==> src/rtl/imem_loader.sv <==
// Byte-stream program loader: length header + little-endian instruction words into instruction memory.
// Optional LOADER_CHECKSUM_EN adds a trailing XOR checksum byte checked before the image is accepted.
module imem_loader #(
    parameter int ADDR_W    = 10,
    parameter int BASE_ADDR = 0
) (
    input  logic              clk,
    input  logic              rst_n,
    input  logic              start,
    input  logic              in_valid,
    input  logic [7:0]        in_data,
    output logic              in_ready,
    output logic              imem_we,
    output logic [ADDR_W-1:0] imem_waddr,
    output logic [31:0]       imem_wdata,
    output logic              core_hold,
    output logic              done,
    output logic              error,
    output logic [ADDR_W:0]   words_written
);

    typedef enum logic [2:0] {
        S_IDLE  = 3'd0,
        S_LEN   = 3'd1,
        S_DATA  = 3'd2,
`ifdef LOADER_CHECKSUM_EN
        S_CSUM  = 3'd3,
`endif
        S_DONE  = 3'd4,
        S_ERROR = 3'd5
    } state_t;

`ifdef LOADER_CHECKSUM_EN
    localparam state_t S_AFTER = S_CSUM;
`else
    localparam state_t S_AFTER = S_DONE;
`endif
    localparam logic [32:0] CAP = 33'd1 << ADDR_W;

    state_t              state_q, state_d;
    logic                ready_q, ready_d;
    logic                we_q, done_q, error_q, hold_q;
    logic [ADDR_W-1:0]   waddr_q;
    logic [31:0]         wdata_q;
    logic [ADDR_W:0]     ww_q;
    logic [1:0]          byte_cnt_q;
    logic [31:0]         len_q;
    logic [23:0]         word_q;
`ifdef LOADER_CHECKSUM_EN
    logic [7:0]          csum_q;
`endif
    logic                accept_s, start_ok_s, last_word_s;
    logic [31:0]         len_full_s;

    // Next-state decode; in_ready depends only on the registered state.
    always_comb begin
        state_d     = state_q;
        start_ok_s  = 1'b0;
        accept_s    = in_valid && ready_q;
        len_full_s  = {in_data, len_q[23:0]};
        last_word_s = (({{(31-ADDR_W){1'b0}}, ww_q} + 32'd1) == len_q);
        case (state_q)
            S_IDLE, S_DONE, S_ERROR: begin
                if (start) begin
                    start_ok_s = 1'b1;
                    state_d    = S_LEN;
                end else begin
                    state_d    = state_q;
                end
            end
            S_LEN: begin
                if (accept_s && (byte_cnt_q == 2'd3)) begin
                    if (len_full_s == 32'd0) begin
                        state_d = S_AFTER;
                    end else if ({1'b0, len_full_s} > CAP) begin
                        state_d = S_ERROR;
                    end else begin
                        state_d = S_DATA;
                    end
                end else begin
                    state_d = state_q;
                end
            end
            S_DATA: begin
                if (accept_s && (byte_cnt_q == 2'd3) && last_word_s) begin
                    state_d = S_AFTER;
                end else begin
                    state_d = state_q;
                end
            end
`ifdef LOADER_CHECKSUM_EN
            S_CSUM: begin
                if (accept_s) begin
                    state_d = (in_data == csum_q) ? S_DONE : S_ERROR;
                end else begin
                    state_d = state_q;
                end
            end
`endif
            default: state_d = S_IDLE;
        endcase

        case (state_d)
            S_LEN, S_DATA: ready_d = 1'b1;
`ifdef LOADER_CHECKSUM_EN
            S_CSUM:        ready_d = 1'b1;
`endif
            default:       ready_d = 1'b0;
        endcase
    end

    // State, registered outputs and byte/word assembly.
    always_ff @(posedge clk or negedge rst_n) begin
        if (!rst_n) begin
            state_q    <= S_IDLE;
            ready_q    <= 1'b0;
            we_q       <= 1'b0;
            done_q     <= 1'b0;
            error_q    <= 1'b0;
            hold_q     <= 1'b1;
            waddr_q    <= '0;
            wdata_q    <= 32'd0;
            ww_q       <= '0;
            byte_cnt_q <= 2'd0;
            len_q      <= 32'd0;
            word_q     <= 24'd0;
`ifdef LOADER_CHECKSUM_EN
            csum_q     <= 8'd0;
`endif
        end else begin
            state_q <= state_d;
            ready_q <= ready_d;
            done_q  <= (state_d == S_DONE);
            error_q <= (state_d == S_ERROR);
            // Release the core only once DONE has been visible for a full cycle.
            hold_q  <= !((state_q == S_DONE) && (state_d == S_DONE));
            we_q    <= 1'b0;
            if (start_ok_s) begin
                byte_cnt_q <= 2'd0;
                ww_q       <= '0;
`ifdef LOADER_CHECKSUM_EN
                csum_q     <= 8'd0;
`endif
            end else if (accept_s) begin
                byte_cnt_q <= byte_cnt_q + 2'd1;
                if (state_q == S_LEN) begin
                    len_q[{byte_cnt_q, 3'b000} +: 8] <= in_data;
                end else if (state_q == S_DATA) begin
`ifdef LOADER_CHECKSUM_EN
                    csum_q <= csum_q ^ in_data;
`endif
                    case (byte_cnt_q)
                        2'd0:    word_q[7:0]   <= in_data;
                        2'd1:    word_q[15:8]  <= in_data;
                        2'd2:    word_q[23:16] <= in_data;
                        default: begin
                            we_q    <= 1'b1;
                            wdata_q <= {in_data, word_q};
                            waddr_q <= ADDR_W'(BASE_ADDR) + ww_q[ADDR_W-1:0];
                            ww_q    <= ww_q + 1'b1;
                        end
                    endcase
                end else begin
                    len_q <= len_q;
                end
            end else begin
                byte_cnt_q <= byte_cnt_q;
            end
        end
    end

    assign in_ready      = ready_q;
    assign imem_we       = we_q;
    assign imem_waddr    = waddr_q;
    assign imem_wdata    = wdata_q;
    assign core_hold     = hold_q;
    assign done          = done_q;
    assign error         = error_q;
    assign words_written = ww_q;

endmodule

==> config.mk <==
export PLATFORM = sky130hd
export DESIGN_NAME = imem_loader
export DESIGN_NICKNAME = d
export VERILOG_FILES = /design/src/rtl/imem_loader.sv
export SDC_FILE = /design/constraint.sdc
export NUM_CORES = 1
export LEC_CHECK = 0
export CORE_MARGIN = 5
export CORE_UTILIZATION = 59
export DETAILED_ROUTE_END_ITERATION = 10
export PLACE_DENSITY = 0.84
export SETUP_SLACK_MARGIN = 0.05
export SYNTH_ARGS = -nofsm -noshare
export SYNTH_HDL_FRONTEND = slang
export SYNTH_SLANG_ARGS = --single-unit
==> constraint.sdc <==
create_clock -name clk -period 3.9 [get_ports clk]
set_input_delay 0.585 -clock clk [delete_from_list [all_inputs] [get_ports clk]]
set_output_delay 0.585 -clock clk [all_outputs]
set_load 0.01 [all_outputs]
* Yosys cells after proc, flatten, opt, wreduce, memory -nomap -nowiden
Index checks and enable logic that the tools add are counted.
** Word-level totals
- Bits of input ports :: 12
- Bits in registers :: 119
- Output and inout port bits :: 58
** Cells by class
- $lt $le $gt $ge :: 1
- Equal/unequal tests :: 14
- $add $sub $neg :: 4
- Muxes and demuxes :: 22
- Shift-type cells :: 2
- Bitwise logic cells :: 3
- Reductions and logical operators :: 19
** Operators with widths (number)
- 11-bit two-way mux :: 5
- 32-bit bitwise mux :: 1
- 12-bit by 32-bit equality test with 1-bit output :: 1
- 32-bit by 11-bit > comparator with 1-bit output, second input constant :: 1
- 32-bit logical NOT :: 1
- 8-bit by 7-bit variable shift with 32-bit output, first input constant :: 1
- 8-bit by 7-bit variable part select with 32-bit output :: 1
- 5-bit AND reduction :: 4
- 3-bit two-way mux :: 5
- 11-bit by 1-bit adder with 12-bit output, second input constant :: 1
- 3-bit equality test, second input constant :: 4
- 11-bit by 1-bit adder with 11-bit output, second input constant :: 1
- 3-bit case mux with 3 select lines :: 1
- 1-bit two-way mux :: 8
- 5-bit negation with 7-bit output :: 1
- 3-bit by 1-bit equality test with 1-bit output, second input constant :: 2
- 3-bit by 2-bit equality test with 1-bit output, second input constant :: 2
- 3-bit OR reduction :: 2
- 2-bit equality test, second input constant :: 2
- 1-bit logical AND :: 4
- 2-bit two-way mux :: 2
- 4-bit AND reduction :: 1
- 2-bit nonzero test :: 2
- 3-bit logical NOT :: 1
- 9 further kinds :: 11

* Longest topological paths before layout
Gate-level depths: netlist (run 1).
- Depth in word-level cells :: 8
- Depth in mapped cells :: 8
- Mapped depth without buffers :: 7

* Worst setup path before layout (run 1)
OpenSTA, ideal clock, no wires.
- Kind :: register to register
- Start point :: reg ww_q[0], in the netlist words_written[0]
- End point :: reg done_q, in the netlist done
- Arrival :: 2.304 ns
- Stages on the path, launching flop included :: 8
- Required time :: 3.834 ns
- Setup slack :: 1.530 ns
- Path buffers :: 0
- Cell sequence :: dfrtp_1 -> ha_1 -> xor2_1 -> or4b_1 -> a2111oi_0 -> o2111ai_1 -> o21ai_2 -> o31a_1
** Between the ends
- Cells in the longest elaborated chain, start to end :: 6
** RTL lines
- from (decl) :: RTL line 45 : logic [ADDR_W:0] ww_q;
- from (signal assigned) :: RTL line 160 : ww_q <= ww_q + 1'b1;
- 11-bit by 1-bit adder with 12-bit output :: RTL line 61 : last_word_s = (({{(31-ADDR_W){1'b0}}, ww_q} + 32'd1) == len_q);
- 12-bit by 32-bit equality test with 1-bit output :: RTL line 61
- 1-bit logical AND :: RTL line 85 : if (accept_s && (byte_cnt_q == 2'd3) && last_word_s) begin
- 3-bit two-way mux :: RTL line 85
- 3-bit case mux with 3 select lines :: RTL line 62 : case (state_q)
- named net state_d[2] :: RTL line 40 : state_t state_q, state_d;
- 3-bit equality test :: RTL line 133 : done_q <= (state_d == S_DONE);
- to (signal assigned) :: RTL line 133
- to (decl) :: RTL line 42 : logic we_q, done_q, error_q, hold_q;
The timed path passes the listed nets, and every way through them passes these cells.
A chain may end at the register's enable or synchronous reset.

* Worst setup path after layout (run 1)
- Start point :: reg ww_q[3], in the netlist words_written[3]
- End point :: reg done_q, in the netlist done
The elaborated chain is that of the path after synthesis.

==> flow_results.org, run 1 <==
** Global route
- Final global-route overflow total :: 0
- Maximum number of pins on one net before global-route repair :: 63
- Global-route wire length before repair :: 22.4 mm
- Number of global-route vias before repair :: 4504
- Number of antenna violations at the first check in global routing :: 0
- Global-route total usage across every layer :: 25.3%

** Pwr
- Gate power share :: 21.7%
- Seq pwr share :: 40.0%
- Clock Power Share :: 38.3%
- Sw frac :: 32.7%
- Internal power :: 2.53 mW
- VDD sags by at most 0.331 mV.
- For this design the total switching power over the nets is 1.23 mW.
- Standby leakage power :: 3.12 nW
- Power spread over the standard cell area amounts to 560 nW/um2.

** Final layout
- Fraction of layout cells with a size suffix above 1 :: 11.4%
- Layout net count :: 655
- With fillers left out, the area of the finished cells amounts to 6710 um2.
- Relative to the synthesized area, the layout overhead comes to 24.1%.
- Util after Layout :: 74.0%
- Ant diodes :: 0

** STA
- Peak clock frequency supported by timing :: 375 MHz
- Setup violations, final :: 0
- Pin slew with the least headroom to its limit :: 0.950 ns
- Min cycle time layout :: 2.66 ns
- Relative slew slack :: 36.5%
- Summed over all failing endpoints, the final setup total negative slack is 0 ns.
- The total count of max-transition violations in the final report came to 0.
- Setup repair after global routing missed its margin :: no
- Final period utilization :: 68.3%
- Once routing completed, OpenROAD measured the worst setup slack at 1.24 ns.
- Final count of hold timing violations :: 0
- The clock arrives with 0.00603 ns of skew.

** Worst hold path
- Worst hold path type :: in -> async

** Placement
- Pre-CTS setup slack :: 1.15 ns
- In this run the cell area measured after placement is 6160 um2.
- In this run the tool buffered the top-level ports with 69 buffer cells.
- The congestion estimate from routability-driven global placement came to 0.888.
- Total half-perimeter wirelength after legalization and detailed placement :: 8.43 mm

** Logic synthesis
- Flip-flop and latch count after synthesis :: 119
- Most used flip-flop cell after synthesis :: dfrtp_1
- In this run the mean area of a mapped cell was 9.50 um2.
- Synth warnings :: 0
- Number of instances in the synthesized netlist :: 569
- For this run, the register share of the synthesized area comes to 55.1%.
- Post-synthesis net count :: 590
- Netlist Area Pre-Place :: 5400 um2
- Counting distinct cell types in the post-synthesis netlist gives 51.
- In this run, synthesis inferred 0 flip-flops with an integrated enable.
- Share of synthesized registers carrying an async set or reset :: 100%

** Critical path
- The critical path is of the reg -> reg type.
- Cell family contributing the most delay on the critical path :: simple AND/OR/NAND/NOR gates
- Max FO, Critical Path :: 12
- The number of buffers and inverters on the critical path is 0.
- Data on the critical path is required at its endpoint by 4.35 ns.
- The worst setup path is launched from a flip-flop.
- For this run, the slowest stage of the critical path takes 0.64 ns.
- Ordered list of cells on the worst path :: nand4_1 > or4_1 > a211oi_1 > nand4_1 > o21ai_2 > o31a_1
- Endpoint class of the critical path :: flip-flop
- At the worst endpoint, the arrival time is 3.11 ns.
- For this design, the slowest cell found on the critical path is or4_1.
- Among the stages of the critical path, the cell type that occurs most often is nand4_1.

** Die
- After floorplanning, the core was sized to cover 9060 um2.
- Die W :: 106 um
- Overall die height :: 106 um
- The floorplan has 35 rows.
- Starting density of the core :: 59.6%
- Pin placement for this block handled 70 I/O pins.
- The die covers 11200 um2.

** Route
- Antenna Violating Nets Remaining :: 0
- Met3 Wirelength :: 895 um
- The detailed router used layers up to and including met4.
- The detailed router finished its first iteration with 279 violations.
- Dividing the detail-routed wire length by the instance count gives 17.4 um.
- Number of search-and-repair iterations in the first detailed-routing pass :: 6
- Met2 WL post-DR :: 6.53 mm
- Using the TritonRoute via totals, the vias-per-cell ratio works out to 5.78.
- Post-detailed-routing wire length :: 13.2 mm
- Sum of routed wire segments on met1 :: 5.38 mm
- Vias after detailed routing :: 4378
- After detailed routing, the number of remaining DRC violations is 0.

** CTS
- The longest clock path from root to sink contains 2 buffers.
- Number of clock buffers inserted by TritonCTS :: 17
- TritonCTS clock tree :: done
- In this run, post-CTS hold repair placed 0 buffers.
- Gates resized during post-CTS repair numbered 0.
- In this run the number of H-tree levels came out at 4.
- Counting every sink on the clock net gives 119.
- The later pin in the worst-skew pair is clocked with a latency of 0.52 ns.
- CTS Root Buffer Type :: clkbuf_8
- Buffers added to address setup during post-CTS repair amount to 0.
- Clock-pin slew was measured on the worst setup and hold paths at 0.06 ns.

** Job
- Across the run, the number of max-cap violations was 0.

** Run status
- The run finished with clean final reports.
## state kept, by name (all words and copies together) (netlist names)
register       flops
core_hold          1
word_q            24
imem_wdata        32
done               1
in_ready           1
imem_waddr        10
state_q            3
words_written     11
imem_we            1
error              1
byte_cnt_q         2
len_q             32
## final timing paths
| kind | start | end | slack [ns] | depth (start not counted) |
|---|---|---|---|---|
| worst min-delay path | rst_n | imem_we | 0.13 | 1 |
| worst max-delay path | words_written[3] | done | 1.24 | 6 |
| worst min register to register | word_q[6] | imem_wdata[6] | 0.47 | 2 |
| min in group clk | word_q[6] | imem_wdata[6] | 0.47 | 2 |
| worst max register to register | words_written[3] | done | 1.24 | 6 |
| max in group asynchronous | rst_n | core_hold | 2.96 | 2 |
## final cells by class
| cell class | instances | area [um2] |
|---|---|---|
| sequential | 119 | 2980 |
| fill | 612 | 2360 |
| multi-input combinational | 414 | 2270 |
| timing repair buffer | 77 | 748 |
| clock buffer | 18 | 418 |
| tap | 111 | 139 |
| clock inverter | 14 | 129 |
| inverter | 5 | 18.8 |
## per-layer routing
metal / vias to the layer above / GRT usage [%]
met5: - / 0
met4: 0 / 11.2
met3: 34 / 5.94
met2: 175 / 42.4
met1: 2130 / 31.4
li1: 2039 / -
## cells in the final DEF (no fill, tap or decap), types with 3 or more instances in the layout
cell type,n
inv_1,4
nor2_1,12
buf_4,9
clkbuf_16,16
nand2b_1,6
xor2_1,5
o31ai_1,5
ha_1,9
mux2_2,25
dfrtp_1,118
xnor2_1,10
nor4_1,8
o211ai_1,3
nand3_1,13
nor2b_1,3
clkdlybuf4s50_1,68
o41ai_1,3
nand2_1,218
clkinv_4,3
clkinvlp_4,6
nor3_1,6
o21ai_0,43
nand4_1,7
nor3b_1,6
## per-stage QoR
stage          hold WS [ns]  cells  total power [mW]
3_5_place_dp          0.456    726              2.30
3_3_place_gp          0.444    726              2.26
6_report              0.127    758              3.75
2_1_floorplan         0.289    569              2.06
4_1_cts               0.151    758              3.75
5_1_grt               0.181    758              3.94
## Yosys cell counts, types with 2 or more instances
library cell	n	area share [%]
a211oi_1	2	0.28
a21oi_1	2	0.19
and3b_1	2	0.32
buf_1	4	0.28
buf_2	4	0.37
buf_4	2	0.28
clkbuf_1	19	1.3
dfrtp_1	118	55
ha_1	9	2.1
inv_1	4	0.28
mux2_2	25	5.2
nand2_1	218	15
nand2b_1	6	0.69
nand3_1	14	1.3
nand4_1	7	0.81
nor2_1	12	0.83
nor2b_1	3	0.35
nor3_1	6	0.56
nor3b_1	6	0.83
nor4_1	8	0.93
o211ai_1	3	0.42
o21ai_0	43	4.0
o31a_1	2	0.32
o31ai_1	5	0.69
o41ai_1	3	0.49
or3_1	2	0.23
or4_1	2	0.28
or4_4	2	0.42
xnor2_1	10	1.6
xor2_1	5	0.81
## power by group through the flow
stage          registers, mW  logic [mW]  clock network, mW
4_1_cts                 1.50       0.809               1.44
6_report                1.50       0.816               1.44
3_5_place_dp            1.52       0.780                  0
5_1_grt                 1.52       0.913               1.51
2_1_floorplan           1.48       0.577                  0
3_3_place_gp            1.51       0.754                  0
## cell families (layout without fill, tap and decap cells)
family / count (synthesis) / after routing / share of synthesized area (%)
xor gates and xnor gates: 16 / 16 / 2.85
DFF: 119 / 119 / 55.1
and+or+nand+nor: 294 / 294 / 23.5
muxes: 25 / 25 / 5.21
AOI/OAI and AO/OA: 70 / 70 / 8.31
adders and majority gates: 9 / 9 / 2.08
buffers and inverters: 36 / 114 / 2.89
Power figures use the tool's default switching activity.
==> run 2, diff against run 1 <==
--- a/config.mk
+++ b/config.mk
@@ -6,9 +6,9 @@
 export NUM_CORES = 1
 export LEC_CHECK = 0
 export CORE_MARGIN = 5
-export CORE_UTILIZATION = 59
+export CORE_UTILIZATION = 55
 export DETAILED_ROUTE_END_ITERATION = 10
-export PLACE_DENSITY = 0.84
+export PLACE_DENSITY = 0.79
 export SETUP_SLACK_MARGIN = 0.05
 export SYNTH_ARGS = -nofsm -noshare
 export SYNTH_HDL_FRONTEND = slang
==> constraint.sdc (replaced) <==
create_clock -name clk -period 2.5 [get_ports clk]
set_input_delay 0.375 -clock clk [delete_from_list [all_inputs] [get_ports clk]]
set_output_delay 0.375 -clock clk [all_outputs]
set_load 0.01 [all_outputs]
==> run 2 against run 1 <==
Effect of this change: final area up 4.6%; non-clock buffer count up 26; global-route usage down 0.085 points; core utilization down 1.6 points; clock power up 58%; largest power group unchanged; highest routed layer unchanged.
==> flow_results.org, run 2 (synthesis results as in run 1) <==
** Run status
- Run status :: finished, final reports clean (unchanged)

** STA
- The number of setup violations in the final report came to 0 (unchanged).
- Relative slew slack :: 51.6% (was 36.5%)
- The final number of hold-violating endpoints came to 0 (unchanged).
- Final number of max-transition violations :: 0 (unchanged)
- Setup repair after global routing missed its margin: no (unchanged).
- Min cycle time layout :: 2.37 ns (was 2.66 ns)
- Peak clock frequency supported by timing :: 422 MHz (was 375 MHz)
- Final period utilization :: 94.7% (was 68.3%)
- The transition time of the tightest slew-check pin came to 0.726 ns (was 0.950 ns).
- Setup Skew :: 0.00773 ns (was 0.00603 ns)
- Worst hold slack after final layout :: 0.456 ns (was 0.127 ns)
- Setup total negative slack :: 0 ns (unchanged)

** Final layout
- The fraction of final layout cells sized beyond drive strength 1 came to 15.2% (was 11.4%).
- The number of inserted diodes came to 0 (unchanged).
- Leading cell types in the layout, fill and taps excluded :: nand2_1, dfrtp_1, clkdlybuf4s50_1, o21ai_0, buf_4 (was nand2_1, dfrtp_1, clkdlybuf4s50_1, o21ai_0, mux2_2)
- Fill count :: 699 (was 612)
- The footprint of the multi-input gates was 2300 um2 (was 2270 um2).
- Layout net count :: 681 (was 655)
- Non-filler instance count after layout :: 806 (was 758)
- Reg area :: 2980 um2 (unchanged)
- Most common cell after layout, fill and taps aside :: nand2_1 (unchanged)
- Area Growth Syn to Fin :: 29.8% (was 24.1%)

** Die
- The initial core utilization was 55.8% (was 59.6%).
- Overall die height :: 109 um (was 106 um)
- CORE AREA :: 9680 um2 (was 9060 um2)
- The floorplan die area was 11900 um2 (was 11200 um2).
- Num ports :: 70 (unchanged)
- Die W :: 109 um (was 106 um)
- Std cell rows :: 36 (was 35)

** Placement
- The cell total after placement is 773 (was 726).
- The final RePlAce weighted congestion was 0.908 (was 0.888).
- The HPWL after detailed placement is 9.40 mm (was 8.43 mm).
- The count of port buffers added during placement is 69 (unchanged).

** Route
- Vias after detailed routing :: 4476 (was 4378)
- The routed wirelength normalized by instance count is 17.4 um (about the same).
- The number of optimization iterations in the first detailed-route pass came to 5 (was 6).
- Count of routing violations after the opening detailed-route iteration :: 262 (was 279)
- Vias per std cell :: 5.55 (was 5.78)
- Post-detailed-routing wire length :: 14.0 mm (was 13.2 mm)
- The remaining antenna violation count is 0 (unchanged).
- DRC violations left :: 0 (unchanged)

** Global route
- The number of antenna violations at the first check in global routing came to 0 (unchanged).
- Global-route total usage across every layer :: 25.3% (about the same)
- The first-pass GRT wire length came to 22.9 mm (was 22.4 mm).
- The final global-route overflow total was 0 (unchanged).
- Number of global-route vias before repair :: 4631 (was 4504)
- The maximum number of pins on one net before global-route repair was 54 (was 63).

** CTS
- The buffer depth of the longest clock path came to 2 (unchanged).
- The clock transition at the register clock pins on the worst setup and hold paths after CTS is 0.06 ns (about the same).
- The CTS root buffer is clkbuf_8 (unchanged).
- Sink count of the clock tree :: 119 (unchanged)
- The clock tree from TritonCTS was done (unchanged).
- Number of clock buffers inserted by TritonCTS :: 17 (unchanged)
- Post-CTS setup buffers :: 0 (unchanged)
- Clock latency at the later pin of the worst-skew pair :: 0.52 ns (about the same)
- CTS HTree Levels :: 4 (unchanged)

** Pwr
- Worst vdd rail ir drop :: 0.624 mV (was 0.331 mV)
- The standby leakage power is 3.29 nW (was 3.12 nW).
- Power per standard cell area :: 858 nW/um2 (was 560 nW/um2)

** Critical path
- The slowest cell on the critical path is or4b_4 (was or4_1).
- Critical path class :: reg -> reg (unchanged)
- Longest individual stage delay on the worst path :: 0.56 ns (was 0.64 ns)
- Max FO, Critical Path :: 3 (was 12)
- The category of the worst setup path capture point is a flip-flop (unchanged).
- The arrival time reported for the critical path endpoint came to 2.82 ns (was 3.11 ns).
- Nature of the critical path startpoint :: flip-flop (unchanged)
- Ordered list of cells on the worst path: ha_1 > xor2_1 > or4b_4 > a2111oi_4 > o2111ai_2 > o21ai_2 > o31a_1 (was nand4_1 > or4_1 > a211oi_1 > nand4_1 > o21ai_2 > o31a_1).
- The data required time at the worst endpoint came to 2.95 ns (was 4.35 ns).

** Job
- Max cap viols :: 0 (unchanged)

** Worst hold path
- Worst hold path type :: in -> async (unchanged)
run 2: changes by cell type in the layout (fill, tap and decap cells not counted), moves of 2 or more:
cell	delta
buf_4	+22
inv_6	+2
clkbuf_8	+2
clkinvlp_4	-2
buf_12	+3
run 2: what timing repair did:
item / 4_1_cts / 5_1_grt
endpoints found under the setup margin: 2 / 2
pin swaps: 2 / 3
gates resized for setup: 2 / 3
endpoints found under the hold margin: 50 / 0
hold buffers: 1 / 0
run 2: metrics by stage:
| step | setup slack, ns | utilization [%] | total power [mW] | instance area [um2] |
|---|---|---|---|---|
| 2_1_floorplan | 0.130 | - | 3.22 | 5400 |
| 3_3_place_gp | 0.0648 | 66.2 | 3.62 | 6410 |
| 4_1_cts | 0.0998 | 72.2 | 5.99 | 6990 |
| 3_5_place_dp | -0.0756 | 66.2 | 3.68 | 6410 |
| 6_report | 0.133 | 72.4 | 6.02 | 7010 |
| 5_1_grt | 0.0291 | 72.4 | 6.30 | 7010 |
run 2: power by group:
| group | internal [mW] | total (mW) | switching [mW] |
|---|---|---|---|
| Clock | 1.38 | 2.28 | 0.901 |
| Sequential | 2.14 | 2.32 | 0.180 |
| Combinational | 0.562 | 1.41 | 0.853 |
| Total | 4.08 | 6.02 | 1.93 |
run 2: worst max-delay path, delay by kind of cell, from the launching register on:
family          cells  cell delay, ns
xor+xnor            1            0.19
fa+ha+maj           1            0.33
compound gates      4            0.84
simple gates        1            0.56
flops               1            0.39
run 2: final timing paths:
kind / start / to / slack [ns] / cells after the start
max in group asynchronous: rst_n / core_hold / 1.38 / 3
min in group clk: word_q[23] / imem_wdata[23] / 0.47 / 2
worst min-delay path: rst_n / imem_waddr[1] / 0.46 / 2
worst min register to register: word_q[23] / imem_wdata[23] / 0.47 / 2
worst max-delay path: words_written[0] / done / 0.13 / 7
worst max register to register: words_written[0] / done / 0.13 / 7
run 2: layout make-up:
cell class | count | share of cell area, %
multi-input cells | 414 | 32.8
repair buffers | 103 | 14.0
inverters | 5 | 0.268
clock buffers | 20 | 6.35
well taps | 133 | 2.37
clock inverters | 12 | 1.68
flip-flops and latches | 119 | 42.5
run 2: per-layer routing:
metal | vias to the layer above | global-route usage [%] | share of wire, %
met1 | 2210 | 30.8 | 42
met4 | 0 | 9.92 | 2.2
met5 | - | 0 | 0
met3 | 28 | 6.28 | 5.8
li1 | 2095 | - | -
met2 | 143 | 43.1 | 50
==> run 3, diff against run 2 <==
--- a/config.mk
+++ b/config.mk
@@ -7,9 +7,11 @@
 export LEC_CHECK = 0
 export CORE_MARGIN = 5
 export CORE_UTILIZATION = 55
+export CTS_CLUSTER_SIZE = 14
 export DETAILED_ROUTE_END_ITERATION = 10
 export PLACE_DENSITY = 0.79
 export SETUP_SLACK_MARGIN = 0.05
+export SLEW_MARGIN = 10
 export SYNTH_ARGS = -nofsm -noshare
 export SYNTH_HDL_FRONTEND = slang
 export SYNTH_SLANG_ARGS = --single-unit
==> results of run 3 <==
The final DEF is identical to that of run 2; final timing and power are the same.
==> patch 1: new RTL, settings of run 3 <==
The option `LOADER_CHECKSUM_EN` is turned on by a define.
--- a/src/rtl/imem_loader.sv
+++ b/src/rtl/imem_loader.sv
@@ -2,2 +2,4 @@
 // Optional LOADER_CHECKSUM_EN adds a trailing XOR checksum byte checked before the image is accepted.
+`define LOADER_CHECKSUM_EN
+
 module imem_loader #(
Check against the original RTL: not equivalent (Yosys sat finds a counterexample within 10 cycles, from zero or initial values and one cycle with rst_n low).
==> patch 1 against run 3 <==
  * The run now ends with hold timing left
  * Power rose by 6.7%
  * Synthesized area rose by 7.0%
  * Synthesized cell count rose by 3.0%
  * Cell count rose by 2.4%
  * Sequential cell count rose by 8
  * Worst hold slack got worse by 0.50 ns
  * Utilization fell by 0.77 points
  * Wire length rose by 2.2%
  * Setup slack improved by 0.17 ns
  * Cell area rose by 5.0%
  * Clock skew rose by 0.00079 ns
  * Global-route usage fell by 1.6 points
  * Critical endpoint is now word_q[6]$_DFFE_PN0P_
  * Highest routed layer unchanged
==> patch 1: results (changes against run 3) <==
- Drt total wl: 14,300 um (+2.2%)
- Largest net degree at the start of global routing: 128 (+140%)
- Total power: 6.42 mW (+6.7%)
- Largest fanout on the critical path: 13 (+10)
- Vias in the first global route: 4,814 (+4.0%)
- Placed cells: 793 (+2.6%)
- Vias per std cell: 5.64 (+1.5%)
- First-pass GRT wire length: 24,100 um (+5.3%)
- Status: finished, violations left
- Gate Count Post-Synth: 586 (+3.0%)
- FF-to-FF setup slack: 0.30 ns (+0.17 ns)
- Worst hold slack: -0.0448 ns (-0.501 ns)
- Final hold violations: 51 (+51)
- Post-DP HPWL: 9340 um (-0.64%)
- Synth top cells by count: nand2_1 (175), dfrtp_1 (126), o21ai_1 (62)
- Nets: 697 (+2.3%)
- DP Area: 6760 um2 (+5.5%)
- Pleak: 3.47 nW (+5.7%)
- Initial DRC Count: 329 (+26%)
- Failing checks: hold timing
- Critical path's slowest cell: dfrtp_1
- R2r worst-path depth: 5 (-2)
- Reg2reg start: state_q[2]$_DFF_PN0_
- RR Endpoint: word_q[6]$_DFFE_PN0P_
- Post-place setup slack: 0.0188 ns (+0.0944 ns)
- Via count: 4,651 (+3.9%)
- Post-Syn Nets: 607 (+2.9%)
==> patch 1: how the worst max path moves through the flow <==
stage / endpoint / slack [ns] / depth (start not counted) / startpoint
global placement: in_ready$_DFF_PN0_ / 0.08 / 7 / in_data[0]
detailed placement: in_ready$_DFF_PN0_ / 0.02 / 7 / in_data[5]
CTS: done$_DFF_PN0_ / 0.30 / 7 / words_written[1]$_DFFE_PN0P_
global route: done$_DFF_PN0_ / 0.17 / 6 / words_written[2]$_DFFE_PN0P_
finish: word_q[6]$_DFFE_PN0P_ / 0.30 / 5 / state_q[2]$_DFF_PN0_
floorplan: done$_DFF_PN0_ / 0.44 / 7 / words_written[0]$_DFFE_PN0P_
==> patch 1: cell families (layout without fill, tap and decap cells) <==
kind of cell | after synthesis | in the layout | synth area share, %
mux | 41 | 41 | 7.96
simple gates | 261 | 261 | 19.7
buf+inv | 36 | 139 | 2.55
flops | 127 | 127 | 55.0
fa+ha+maj | 9 | 9 | 1.95
compound gates | 87 | 87 | 8.85
xor+xnor | 25 | 25 | 4.02
==> patch 1: area by class of cell <==
class | instances | area [um2] | share of cell area [%]
flip-flops and latches | 127 | 3180 | 43.2
multi-input cells | 423 | 2460 | 33.4
repair buffers | 99 | 926 | 12.6
clock buffers | 18 | 428 | 5.81
clock inverters | 14 | 171 | 2.33
well taps | 136 | 170 | 2.31
inverters | 8 | 30.0 | 0.408
==> patch 1: layer usage <==
layer	share of wire, %	GRT usage, %	vias up
met1	42	29.3	2297
met4	2.4	9.46	0
li1	-	-	2170
met5	0	0	-
met3	5.0	4.74	31
met2	50	40.7	153
==> patch 1: power breakdown <==
part,internal (mW),total [mW],switching (mW)
clock network,1.49,2.47,0.981
registers,2.29,2.53,0.246
logic,0.597,1.42,0.826
==> patch 1: critical path, delay by kind of cell, from the launching register on <==
kind          cells  cell delay (ns)
simple gates      3             0.90
flops             1             0.50
buf+inv           1             0.25
mux               1             0.41
==> patch 2: new RTL, settings of run 3 <==
Without the edit above. The 5 states of `state_t` get a one-hot encoding in 5 bits.
--- a/src/rtl/imem_loader.sv
+++ b/src/rtl/imem_loader.sv
@@ -21,6 +21,6 @@
 
-    typedef enum logic [2:0] {
-        S_IDLE  = 3'd0,
-        S_LEN   = 3'd1,
-        S_DATA  = 3'd2,
+    typedef enum logic [4:0] {
+        S_IDLE  = 5'b00001,
+        S_LEN   = 5'b00010,
+        S_DATA  = 5'b00100,
 `ifdef LOADER_CHECKSUM_EN
@@ -28,4 +28,4 @@
 `endif
-        S_DONE  = 3'd4,
-        S_ERROR = 3'd5
+        S_DONE  = 5'b01000,
+        S_ERROR = 5'b10000
     } state_t;
Formal check against the unedited RTL: no difference found for any inputs over 4 cycles, from zero or initial values and one cycle with rst_n low; so few cycles prove little.
==> patch 2 against run 3 <==
  * Setup slack better by 0.078 ns
  * Sequential cell count up 2
  * Wire length down 5.7%
  * Synthesized area up 1.0%
  * Power down 9.3%
  * Non-clock buffer count down 7
  * Cell area up 0.30%
  * Critical path type unchanged
==> patch 2: results (changes against run 3) <==
- Largest fanout on the critical path: 11 (+8)
- Post-DP HPWL: 8730 um (-7.1%)
- Worst VDD drop: 463 uV (-26%)
- Seq/Total Area, Yosys: 55.5% (+0.40 points)
- Mapped Avg Cell Area: 9.49 um2 (about the same)
- Clock skew: 0.00971 ns (+0.00198 ns)
- Per-cell routed wire length: 16.4 um (-5.3%)
- Routability cong.: 0.847 (-6.7%)
- First-pass DRT Iterations: 4 (-1)
- Vias in the first global route: 4,510 (-2.6%)
- Tot GR Track Use: 24.3% (-0.91 points)
- R2r worst-path depth: 8 (+1)
- First-pass GRT wire length: 22,200 um (-2.9%)
- Critical Path Sink: in_ready$_DFF_PN0_
- Worst slew pin tran: 0.603 ns (-0.123 ns)
- Crit path arrival time: 2.68 ns (-0.14 ns)
- Critical path's largest stage delay: 0.49 ns (-0.07 ns)
- Nets: 678 (-0.44%)
- Status: finished, final reports clean
- Synth cell types: 48 (-5.9%)
- Switching share of power: 26.5% (-5.6 points)
- Layout fillers: 711 (+1.7%)
- Largest net degree at the start of global routing: 47 (-13%)
- Pleak: 3.38 nW (+2.9%)
- Initial DRC Count: 313 (+19%)
==> patch 2: cell count changes after synthesis, moves of 4 or more <==
| cell | delta |
|---|---|
| nand3_1 | -6 |
| nor2_1 | +11 |
| xor2_1 | +11 |
| buf_1 | -4 |
| a21o_1 | +5 |
==> patch 2: worst max-delay path: cells and delay by family (launching register included) <==
kind | cells | cell delay, ns
AND/OR/NAND/NOR | 2 | 0.53
adder cells (fa/ha/maj) | 1 | 0.32
AO/OA/AOI/OAI | 3 | 0.52
buffers and inverters | 1 | 0.19
flip-flops | 1 | 0.49
XOR/XNOR | 1 | 0.12
==> patch 2: power groups by stage <==
stage                     clock [mW]  sequential (mW)  combinational [mW]
after floorplan                    0             2.15               0.482
after global placement             0             2.18               0.712
after detailed placement           0             2.18               0.736
after CTS                       2.59             2.15               0.745
after global routing            2.68             2.16               0.845
final                           2.56             2.15               0.751
==> patch 2: cell type report <==
class	instances	area, um2	share of cell area, %
Sequential cell	121	3030	43.1
Multi-Input combinational cell	418	2280	32.5
Timing Repair Buffer	96	918	13.1
Clock buffer	19	432	6.14
Clock inverter	13	191	2.72
Tap cell	133	166	2.37
Inverter	3	11.3	0.160
==> patch 2: what timing repair did <==
| item | in CTS | in global routing |
|---|---|---|
| hold endpoints to repair | 42 | 0 |
| gates cloned | 0 | 0 |
| hold buffers | 1 | 0 |
| setup endpoints to repair | 4 | 4 |
| gates resized for setup | 1 | 2 |
==> patch 2: metrics by stage <==
step                area, um2  hold WS [ns]  util [%]  worst slack (ns)
detailed placement       6390         0.425      65.6            0.0864
CTS                      7020         0.417      72.2            0.0504
global route             7030         0.453      72.3            0.0510
finish                   7030         0.397      72.3             0.211
floorplan                5460        0.0794         -             0.465
global placement         6390         0.419      65.6             0.142
==> patch 2: kinds of logic after synthesis <==
| family | count (synthesis) | synth area share (%) |
|---|---|---|
| simple gates | 292 | 22.9 |
| flops | 121 | 55.5 |
| compound gates | 65 | 7.04 |
| buf+inv | 36 | 3.00 |
| xor+xnor | 27 | 4.33 |
| mux | 25 | 5.14 |
| fa+ha+maj | 9 | 2.06 |
==> patch 2: layer usage <==
| metal | up-vias | GRT usage (%) | part of all wire (%) |
|---|---|---|---|
| li1 | 2074 | - | - |
| met1 | 2100 | 31.1 | 42 |
| met2 | 164 | 38.8 | 49 |
| met3 | 27 | 6.99 | 7.2 |
| met4 | 0 | 10.3 | 2.3 |
| met5 | - | 0 | 0 |
